--- config.mk ---
export PLATFORM = sky130hd
export DESIGN_NAME = div_seq_unit_flat
export DESIGN_NICKNAME = d
export VERILOG_FILES = /design/src/rtl/div_seq_unit_pkg.sv /design/src/rtl/div_seq_unit_if.sv /design/src/rtl/div_seq_unit_iter_step.sv /design/src/rtl/div_seq_unit.sv /design/src/flat_wrapper.sv
export SDC_FILE = /design/constraint.sdc
export NUM_CORES = 1
export LEC_CHECK = 0
export CORE_ASPECT_RATIO = 1.1
export CORE_MARGIN = 2
export CORE_UTILIZATION = 65
export CTS_CLUSTER_DIAMETER = 100
export DETAILED_ROUTE_END_ITERATION = 6
export PLACE_DENSITY = 0.9
export SETUP_SLACK_MARGIN = 0.05
export SYNTH_ARGS = -nofsm -noshare
export SYNTH_HDL_FRONTEND = slang
export SYNTH_SLANG_ARGS = --single-unit
--- constraint.sdc ---
create_clock -name clk -period 6.8 [get_ports clk]
set_input_delay 1.36 -clock clk [delete_from_list [all_inputs] [get_ports clk]]
set_output_delay 1.36 -clock clk [all_outputs]
set_load 0.03 [all_outputs]
--- src/rtl/div_seq_unit_pkg.sv ---
// Shared types and constants for the div_seq_unit sequential divider.
// Build option: DIV_WORD_SHORT_EN shortens W-form divides to 32 iterations.
package div_seq_unit_pkg;

    localparam int XLEN  = 64;
    localparam int OP_W  = 3;
    localparam int HALF  = XLEN / 2;
    localparam int CNT_W = $clog2(XLEN + 1);

    localparam logic [OP_W-1:0] DIV_DIV   = 3'b000;
    localparam logic [OP_W-1:0] DIV_DIVU  = 3'b001;
    localparam logic [OP_W-1:0] DIV_REM   = 3'b010;
    localparam logic [OP_W-1:0] DIV_REMU  = 3'b011;
    localparam logic [OP_W-1:0] DIV_DIVW  = 3'b100;
    localparam logic [OP_W-1:0] DIV_DIVUW = 3'b101;
    localparam logic [OP_W-1:0] DIV_REMW  = 3'b110;
    localparam logic [OP_W-1:0] DIV_REMUW = 3'b111;

    typedef enum logic [1:0] {
        ST_IDLE,
        ST_CALC,
        ST_FIX,
        ST_DONE
    } div_state_e;

    // Widen a 32-bit value to XLEN by copying its bit 31 upward.
    function automatic logic [XLEN-1:0] sextWord(input logic [HALF-1:0] v);
        return {{HALF{v[HALF-1]}}, v};
    endfunction

endpackage

--- src/rtl/div_seq_unit_if.sv ---
// Request/response bundle between the EXU and the div_seq_unit divider.
interface div_seq_unit_if;
    import div_seq_unit_pkg::*;

    logic            in_valid;
    logic            in_ready;
    logic [OP_W-1:0] div_op;
    logic [XLEN-1:0] src1;
    logic [XLEN-1:0] src2;
    logic            out_valid;
    logic            out_ready;
    logic [XLEN-1:0] div_result;

    modport master (
        output in_valid, div_op, src1, src2, out_ready,
        input  in_ready, out_valid, div_result
    );

    modport slave (
        input  in_valid, div_op, src1, src2, out_ready,
        output in_ready, out_valid, div_result
    );

endinterface

--- src/rtl/div_seq_unit_iter_step.sv ---
// One combinational radix-2 restoring division step.
module div_seq_unit_iter_step
    import div_seq_unit_pkg::*;
(
    input  logic [XLEN-1:0] i_rem,
    input  logic [XLEN-1:0] i_quo,
    input  logic [XLEN-1:0] i_divisor,
    output logic [XLEN-1:0] o_rem,
    output logic [XLEN-1:0] o_quo
);

    logic [XLEN:0]   w_remShift;
    logic [XLEN-1:0] w_diff;
    logic            w_ge;

    // Shift the next dividend bit into the partial remainder, keeping the carry-out
    // bit so a full-width unsigned divisor still compares correctly.
    always_comb begin
        w_remShift = {i_rem, i_quo[XLEN-1]};
        w_ge       = (w_remShift >= {1'b0, i_divisor});
        w_diff     = w_remShift[XLEN-1:0] - i_divisor;
        o_rem      = w_ge ? w_diff : w_remShift[XLEN-1:0];
        o_quo      = {i_quo[XLEN-2:0], w_ge};
    end

endmodule

--- src/rtl/div_seq_unit.sv ---
// Multi-cycle RV64M divide/remainder sequencer (DIV/DIVU/REM/REMU and W forms).
// Build option: DIV_WORD_SHORT_EN runs W forms on 32-bit magnitudes in 32 steps.
module div_seq_unit
    import div_seq_unit_pkg::*;
(
    input  logic          clk,
    input  logic          rst_n,
    input  logic          flush,
    div_seq_unit_if.slave bus
);

    div_state_e       r_state;
    div_state_e       w_nextState;
    logic [XLEN-1:0]  r_rem;
    logic [XLEN-1:0]  r_quo;
    logic [XLEN-1:0]  r_divisor;
    logic [XLEN-1:0]  r_result;
    logic [CNT_W-1:0] r_cnt;
    logic             r_negQ;
    logic             r_negR;
    logic             r_isRem;
    logic             r_isWord;

    logic             w_isUnsigned;
    logic             w_isRem;
    logic             w_isWord;
    logic             w_accept;
    logic             w_divZero;
    logic             w_overflow;
    logic             w_special;
    logic             w_signA;
    logic             w_signB;
    logic [XLEN-1:0]  w_opA;
    logic [XLEN-1:0]  w_opB;
    logic [XLEN-1:0]  w_magA;
    logic [XLEN-1:0]  w_magB;
    logic [XLEN-1:0]  w_loadQuo;
    logic [CNT_W-1:0] w_loadCnt;
    logic [XLEN-1:0]  w_specSel;
    logic [XLEN-1:0]  w_specResult;
    logic [XLEN-1:0]  w_stepRem;
    logic [XLEN-1:0]  w_stepQuo;
    logic [XLEN-1:0]  w_quoFix;
    logic [XLEN-1:0]  w_remFix;
    logic [XLEN-1:0]  w_fixSel;
    logic [XLEN-1:0]  w_fixResult;

    div_seq_unit_iter_step u_step (
        .i_rem     (r_rem),
        .i_quo     (r_quo),
        .i_divisor (r_divisor),
        .o_rem     (w_stepRem),
        .o_quo     (w_stepQuo)
    );

    assign bus.in_ready   = (r_state == ST_IDLE);
    assign bus.out_valid  = (r_state == ST_DONE);
    assign bus.div_result = r_result;

    // Decode the incoming op: extend W operands, take magnitudes, spot the
    // divide-by-zero and signed-overflow cases that skip the iteration loop.
    always_comb begin
        w_isUnsigned = bus.div_op[0];
        w_isRem      = bus.div_op[1];
        w_isWord     = bus.div_op[2];
        w_accept     = bus.in_valid & ~flush & (r_state == ST_IDLE);

        if (w_isWord) begin
            w_opA = w_isUnsigned ? {{HALF{1'b0}}, bus.src1[HALF-1:0]} : sextWord(bus.src1[HALF-1:0]);
            w_opB = w_isUnsigned ? {{HALF{1'b0}}, bus.src2[HALF-1:0]} : sextWord(bus.src2[HALF-1:0]);
            w_overflow = ~w_isUnsigned
                       & (bus.src1[HALF-1:0] == {1'b1, {(HALF-1){1'b0}}})
                       & (bus.src2[HALF-1:0] == {HALF{1'b1}});
        end else begin
            w_opA = bus.src1;
            w_opB = bus.src2;
            w_overflow = ~w_isUnsigned
                       & (bus.src1 == {1'b1, {(XLEN-1){1'b0}}})
                       & (bus.src2 == {XLEN{1'b1}});
        end

        w_signA   = ~w_isUnsigned & w_opA[XLEN-1];
        w_signB   = ~w_isUnsigned & w_opB[XLEN-1];
        w_magA    = w_signA ? -w_opA : w_opA;
        w_magB    = w_signB ? -w_opB : w_opB;
        w_divZero = (w_opB == '0);
        w_special = w_divZero | w_overflow;

        w_specSel    = w_isRem ? (w_divZero ? w_opA : '0)
                               : (w_divZero ? {XLEN{1'b1}} : w_opA);
        w_specResult = w_isWord ? sextWord(w_specSel[HALF-1:0]) : w_specSel;

`ifdef DIV_WORD_SHORT_EN
        if (w_isWord) begin
            w_loadQuo = {w_magA[HALF-1:0], {HALF{1'b0}}};
            w_loadCnt = CNT_W'(HALF);
        end else begin
            w_loadQuo = w_magA;
            w_loadCnt = CNT_W'(XLEN);
        end
`else
        w_loadQuo = w_magA;
        w_loadCnt = CNT_W'(XLEN);
`endif
    end

    // Apply recorded signs to the magnitudes and pick the requested half;
    // W forms always sign-extend bit 31, unsigned ones included.
    always_comb begin
        w_quoFix    = r_negQ ? -r_quo : r_quo;
        w_remFix    = r_negR ? -r_rem : r_rem;
        w_fixSel    = r_isRem ? w_remFix : w_quoFix;
        w_fixResult = r_isWord ? sextWord(w_fixSel[HALF-1:0]) : w_fixSel;
    end

    // State register for the IDLE -> CALC -> FIX -> DONE sequence.
    always_ff @(posedge clk or negedge rst_n) begin
        if (!rst_n) begin
            r_state <= ST_IDLE;
        end else begin
            r_state <= w_nextState;
        end
    end

    // Next-state logic; flush overrides every state and blocks acceptance.
    always_comb begin
        w_nextState = r_state;
        if (flush) begin
            w_nextState = ST_IDLE;
        end else begin
            unique case (r_state)
                ST_IDLE: if (w_accept) w_nextState = w_special ? ST_DONE : ST_CALC;
                ST_CALC: if (r_cnt == CNT_W'(1)) w_nextState = ST_FIX;
                ST_FIX:  w_nextState = ST_DONE;
                ST_DONE: if (bus.out_ready) w_nextState = ST_IDLE;
                default: w_nextState = ST_IDLE;
            endcase
        end
    end

    // Datapath: load operands on accept, iterate in CALC, latch the result in
    // FIX; the result register is left alone in DONE so it stays stable.
    always_ff @(posedge clk or negedge rst_n) begin
        if (!rst_n) begin
            r_rem     <= '0;
            r_quo     <= '0;
            r_divisor <= '0;
            r_result  <= '0;
            r_cnt     <= '0;
            r_negQ    <= 1'b0;
            r_negR    <= 1'b0;
            r_isRem   <= 1'b0;
            r_isWord  <= 1'b0;
        end else if (!flush) begin
            unique case (r_state)
                ST_IDLE: begin
                    if (w_accept) begin
                        r_rem     <= '0;
                        r_quo     <= w_loadQuo;
                        r_divisor <= w_magB;
                        r_cnt     <= w_loadCnt;
                        r_negQ    <= w_signA ^ w_signB;
                        r_negR    <= w_signA;
                        r_isRem   <= w_isRem;
                        r_isWord  <= w_isWord;
                        if (w_special) begin
                            r_result <= w_specResult;
                        end
                    end
                end
                ST_CALC: begin
                    r_rem <= w_stepRem;
                    r_quo <= w_stepQuo;
                    r_cnt <= r_cnt - CNT_W'(1);
                end
                ST_FIX: begin
                    r_result <= w_fixResult;
                end
                default: begin
                end
            endcase
        end
    end

endmodule

--- src/flat_wrapper.sv ---
// flat-port wrapper written by rule: the top's interface ports become plain ports
module div_seq_unit_flat import div_seq_unit_pkg::*;
  (clk, rst_n, flush, bus_in_valid, bus_div_op, bus_src1, bus_src2, bus_out_ready, bus_in_ready, bus_out_valid, bus_div_result);
  div_seq_unit_if bus_i ();
  input  logic clk;
  input  logic rst_n;
  input  logic flush;
  input wire logic [$bits(bus_i.in_valid)-1:0] bus_in_valid;
  input wire logic [$bits(bus_i.div_op)-1:0] bus_div_op;
  input wire logic [$bits(bus_i.src1)-1:0] bus_src1;
  input wire logic [$bits(bus_i.src2)-1:0] bus_src2;
  input wire logic [$bits(bus_i.out_ready)-1:0] bus_out_ready;
  output wire logic [$bits(bus_i.in_ready)-1:0] bus_in_ready;
  output wire logic [$bits(bus_i.out_valid)-1:0] bus_out_valid;
  output wire logic [$bits(bus_i.div_result)-1:0] bus_div_result;
  assign bus_i.in_valid = bus_in_valid;
  assign bus_i.div_op = bus_div_op;
  assign bus_i.src1 = bus_src1;
  assign bus_i.src2 = bus_src2;
  assign bus_i.out_ready = bus_out_ready;
  assign bus_in_ready = bus_i.in_ready;
  assign bus_out_valid = bus_i.out_valid;
  assign bus_div_result = bus_i.div_result;
  div_seq_unit u_core (.clk(clk), .rst_n(rst_n), .flush(flush), .bus(bus_i));
endmodule
Word-level counts from Yosys, hierarchy flattened
Index checks and enable logic that the tools add are counted.

Magnitude comparators: 1. Reduce and logical (&&, ||, !) cells: 8. Mux-type cells: 31. Bitwise logic cells: 12. Equal/unequal tests: 13. Add/sub/neg operators: 6.

Operators by type and width (number): two-way mux 64 bit (19); one-hot mux 64 bit (2 select lines) (3); negator 64 bit (4); == test 64 bit (second input constant) (2); >= comparator 65 x 64 -> 1 bit (1); == test 32 bit (second input constant) (2); logical NOT 64 bit (1); subtractor 64 bit (1); one-hot mux 7 bit (2 select lines) (1); two-way mux 2 bit (5); AND reduction 3 bit (3); bitwise AND 1 bit (8); one-hot mux 2 bit (4 select lines) (1); == test 7 x 1 -> 1 bit (second input constant) (1); two-way mux 7 bit (1); subtractor 7 x 1 -> 7 bit (second input constant) (1); != test 3 x 2 -> 1 bit (second input constant) (2); == test 2 bit (second input constant) (2); != test 2 x 1 -> 1 bit (second input constant) (2); AND reduction 4 bit (1); nonzero test 2 bit (2); != test 3 bit (second input constant) (1); == test 2 x 1 -> 1 bit (second input constant) (1); logical NOT 2 bit (1); other kinds (4) (5).

Register bits after elaboration: 269. Word-level logic and storage cells: 81. Input bits: 136. Output and inout port bits: 66.

Depth between registers and ports, before layout
Word-level depth: 9. Depth in mapped cells: 15. Depth with buffers taken out: 14.

By module
Synthesis repeated with hierarchy kept, for this count alone.

Cells, all modules: 3074. Area total of the unflattened synthesis: 23912.9 sq um.

Modules (own cells, without submodules): div_seq_unit (seq. area each 6731.5 sq um, instances 1, cells each 2253, area an instance 18640.4 sq um); div_seq_unit_iter_step (seq. area each 0.0 sq um, instances 1, cells each 821, area an instance 5272.6 sq um).

Least setup slack after synthesis
No wires, ideal clock.

Path type: input-to-reg. From: in bus_src2[24]. To: reg u_core.r_divisor[51]. Stages on the path: 8. Library setup time: 0.122 ns. Setup slack: 2.644 ns. Arrival time: 4.035 ns. Cell sequence: or4_1 > or4_1 > or4_4 > or2_2 > nor2_2 > o21ai_1 > a221o_1 > a32o_1.

Longest elaborated chain between the ends: 4.

RTL lines: start, declared (RTL line flat_wrapper.sv:11) `input wire logic [$bits(bus_i.src2)-1:0] bus_src2;`; two-way mux 64 bit (RTL line div_seq_unit.sv:70) `w_opB = w_isUnsigned ? {{HALF{1'b0}}, bus.src2[HALF-1:0]} : sextWord(bus.src2[HALF-1:0]);`; two-way mux 64 bit * (RTL line div_seq_unit.sv:68) `if (w_isWord) begin`; negator 64 bit * (RTL line div_seq_unit.sv:85) `w_magB = w_signB ? -w_opB : w_opB;`; two-way mux 64 bit * (RTL line div_seq_unit.sv:85); end signal, assigned (RTL line div_seq_unit.sv:160) `r_divisor <= w_magB;`; end, declared (RTL line div_seq_unit.sv:16) `logic [XLEN-1:0] r_divisor;`.

Every way passes the cells marked *; elsewhere a longest branch is shown, timed or not. A chain may end at the register's enable or synchronous reset.

Worst setup path after layout
From: in bus_src1[61]. To: reg u_core.r_result[33], in the netlist u_core.bus.div_result[33].

Longest elaborated chain between the ends: 7.

RTL lines: start, declared (RTL line flat_wrapper.sv:10) `input wire logic [$bits(bus_i.src1)-1:0] bus_src1;`; == test 64 bit (RTL line div_seq_unit.sv:78) `& (bus.src1 == {1'b1, {(XLEN-1){1'b0}}})`; bitwise AND 1 bit (RTL line div_seq_unit.sv:78); bitwise AND 1 bit (RTL line div_seq_unit.sv:79) `& (bus.src2 == {XLEN{1'b1}});`; two-way mux 1 bit (RTL line div_seq_unit.sv:68); bitwise OR 1 bit (RTL line div_seq_unit.sv:87) `w_special = w_divZero | w_overflow;`; != test 2 x 1 -> 1 bit (no line); AND reduction 4 bit (no line); end signal, assigned (RTL line div_seq_unit.sv:167) `r_result <= w_specResult;`; end signal, assigned (RTL line div_seq_unit.sv:177) `r_result <= w_fixResult;`; end, declared (RTL line div_seq_unit.sv:17) `logic [XLEN-1:0] r_result;`.

No other way between the ends.

==> run metrics <==
Syn Nets 3343; PnR worst setup slack 1.31 ns; switch share 53.2%; hold-critical path endpoint u_core.r_divisor[23]; IO Count 202; clock skew 0.0217 ns; Remaining DRCs 0; commonest cells in the synthesized netlist nand2_1 (362), o21ai_0 (356), nor2_1 (324); Reg clk slew, reported paths 0.06 ns; max-slew violations 0; Ys Warns 0; # setup viols final 0; Peak Freq 0.182 GHz; Worst path max stage delay 1.02 ns; Register-to-Register Path Depth 12; layout cells sized above 1 4.34%; RSZ-0062 raised after global routing false; initial antenna violation count 2; Switching Power 0.00820 W; FP Rows 72; arrival time worst endpoint 6.00 ns; Adder-Cell Fraction of Synth Area 4.66%; CP required 7.30 ns; CTS Sinks 269; die area 0.0375 sq mm; Fin. Hold Viols 0; Vias/cell 6.76; port bufs 201; Hold Crit Class reg2reg; WHS Path Cells 2; final worst path period share 80.8%; first-pass GRT wire length 128 mm; Yosys reg bits 269; smallest hold slack 0.477 ns; CTS tree built; ys async rst share 100%; critical path launch point type primary input; post-synth top area cell dfrtp_1; Cell Count, Final, Fillers Out 3709; gr ovfl total 0; die width 185 um; Total Routing Usage GR 42.8%; H-tree levels 1; status finished clean; top-count cell post-synth nand2_1; Post-synth EDFFs 0; DR vias 25100; # placed instances 3651; Post-Syn Instances 3131; kind of critical path in2reg; Final HPWL DP 58.4 mm; worst skew pair latency 0.62 ns; R2R Setup Slk 2.16 ns; max_cap viols 0; Rel. slew slack 22.2%; core area 0.0353 sq mm; Internal Pwr Total 0.00720 W; clock power share 12.3%; largest net degree at the start of global routing 170; worst vdd ir 0.000469 V; # resized after CTS 0; post-route ant nets 0; RR Startpoint u_core.r_rem[31]; crit path max fanout 58; sequential share of the synthesized area 28.8%; routed len/inst 21.8 um; Yosys top cell area share 28.8%; Main synth FF type dfrtp_1; worst slew pin tran 1.16 ns; Mapped Area 0.0234 sq mm; Distinct cells, synth 88; CP Capture Type flop; XOR/XNOR share of the synthesized area 11.1%; Die H 203 um; final WL 80.9 mm; vias in the first global route 23900; Pwr Density 578 mW/mm^2; Initial Utilization 66.2%; Iter 0 DRT Violations 3030; capture point of the worst reg-to-reg path u_core.r_rem[53]; post-synthesis simple-gate area fraction 20.7%; mux cell area share after synthesis 1.35%; Gate power share 65.7%; largest family of logic cells by synthesized area compound AO/OA/AOI/OAI gates; Mean Syn Cell Area 7.46 sq um; post-CTS setup buffers 0; area grow syn2layout 14.0%; Nets 3415; Period minus WS final 5.49 ns; Final TNS setup 0 ns; Leak 11.0 nW; Flop pwr share 22.0%; Num CTS Buffers 31; CP max stage cell nor4_1; Final Wtd Congestion 1.04; drt pass-1 iters 7; Design Power 0.0154 W; cts-stage hold buffer count 0; # diodes 0; Max clock buf depth 3; clock root cell clkbuf_16; Compound-Gate Fraction of Synth Area 27.6%; HP Start u_core.r_divisor[23]; top cells by area, synth dfrtp_1 (29%), o21ai_0 (7.6%), a21oi_1 (6.9%); worst-path cell chain clkdlybuf4s50_1 -> or4_1 -> nor4_1 -> nand4_1 -> o21ai_0 -> a31oi_1 -> nor3_4 -> buf_4 -> o211ai_1 -> a21o_1 -> o211a_1; DP Worst Slack 0.873 ns
[stage by stage]
step | utilization, % | instance area (sq um)
final | 75.4 | 26600
after detailed placement | 72.1 | 25500
after floorplan | - | 23400
after global placement | 72.1 | 25500
after CTS | 75.4 | 26600
after global routing | 75.4 | 26600
[registers in the layout, indices dropped and copies added (netlist names)]
name                   flops
u_core.r_negQ              1
u_core.r_rem              64
u_core.r_quo              64
u_core.r_isWord            1
u_core.bus.div_result     64
u_core.r_state             2
u_core.r_divisor          64
u_core.r_cnt               7
u_core.r_isRem             1
u_core.r_negR              1
[area by class of cell]
| class | count | area [sq um] |
|---|---|---|
| inverter | 158 | 593 |
| clock buffer | 40 | 860 |
| sequential | 269 | 6730 |
| multi-input combinational | 2511 | 15300 |
| fill | 2634 | 8690 |
| tap | 481 | 602 |
| timing repair buffer | 232 | 2260 |
| clock inverter | 18 | 294 |
[how the worst max path moves through the flow]
stage,endpoint,cells after the start,startpoint,slack (ns)
final,u_core.bus.div_result[33],11,bus_src1[61],1.31
after global placement,u_core.bus.div_result[33],14,bus_src2[1],1.03
after detailed placement,u_core.bus.div_result[33],12,bus_src2[22],0.87
after CTS,u_core.bus.div_result[33],12,bus_src2[22],1.49
after global routing,u_core.bus.div_result[34],11,bus_src1[61],1.04
after floorplan,u_core.r_divisor[51],8,bus_src2[24],2.64
[cells by family after synthesis]
logic type | count (synthesis)
compound gates | 1064
xor+xnor | 295
fa+ha+maj | 89
buf+inv | 351
flops | 269
mux | 31
simple gates | 1032
[layout by cell type, fill, tap and decap left out, types with 14 or more instances in the layout]
cell             count
or3_1               34
nand4_1             50
nor4_1              36
nand3_1             35
xnor2_1            167
clkdlybuf4s50_1    199
ha_1                73
a31oi_1             24
dfrtp_1            267
o41ai_1             29
o211ai_1            28
mux2i_1             26
buf_4               30
nand2b_1            21
or4_1               30
a22oi_1             19
or2_2               18
a221oi_1            21
o221ai_1            14
a21boi_0            20
a21oi_1            321
a211oi_1            27
nand2_1            362
o31ai_1             58
clkbuf_16           31
inv_1              156
nor3_1              57
xor2_1             128
o21bai_1            19
o21ai_0            356
a21o_1              44
nor2_1             323
[routing by layer]
metal	global-route usage (%)	part of all wire, %	up-vias
met5	0	0.032	-
met4	23.0	5.9	4
met3	8.77	12	380
met2	66.7	44	1806
met1	55.8	38	11600
li1	-	-	11300
[power groups by stage]
stage | Combinational, W | Sequential, W | Clock [W]
detailed placement | 0.00972 | 0.00333 | 0
finish | 0.0101 | 0.00338 | 0.00190
global route | 0.0110 | 0.00346 | 0.00196
global placement | 0.00948 | 0.00328 | 0
floorplan | 0.00684 | 0.00334 | 0
CTS | 0.00985 | 0.00332 | 0.00190
[critical path: cells and delay by family]
kind / cells / cell delay (ns)
AO/OA/AOI/OAI: 5 / 1.11
AND/OR/NAND/NOR: 4 / 2.46
buffers and inverters: 2 / 1.06
(Power assumes the default switching activity.)
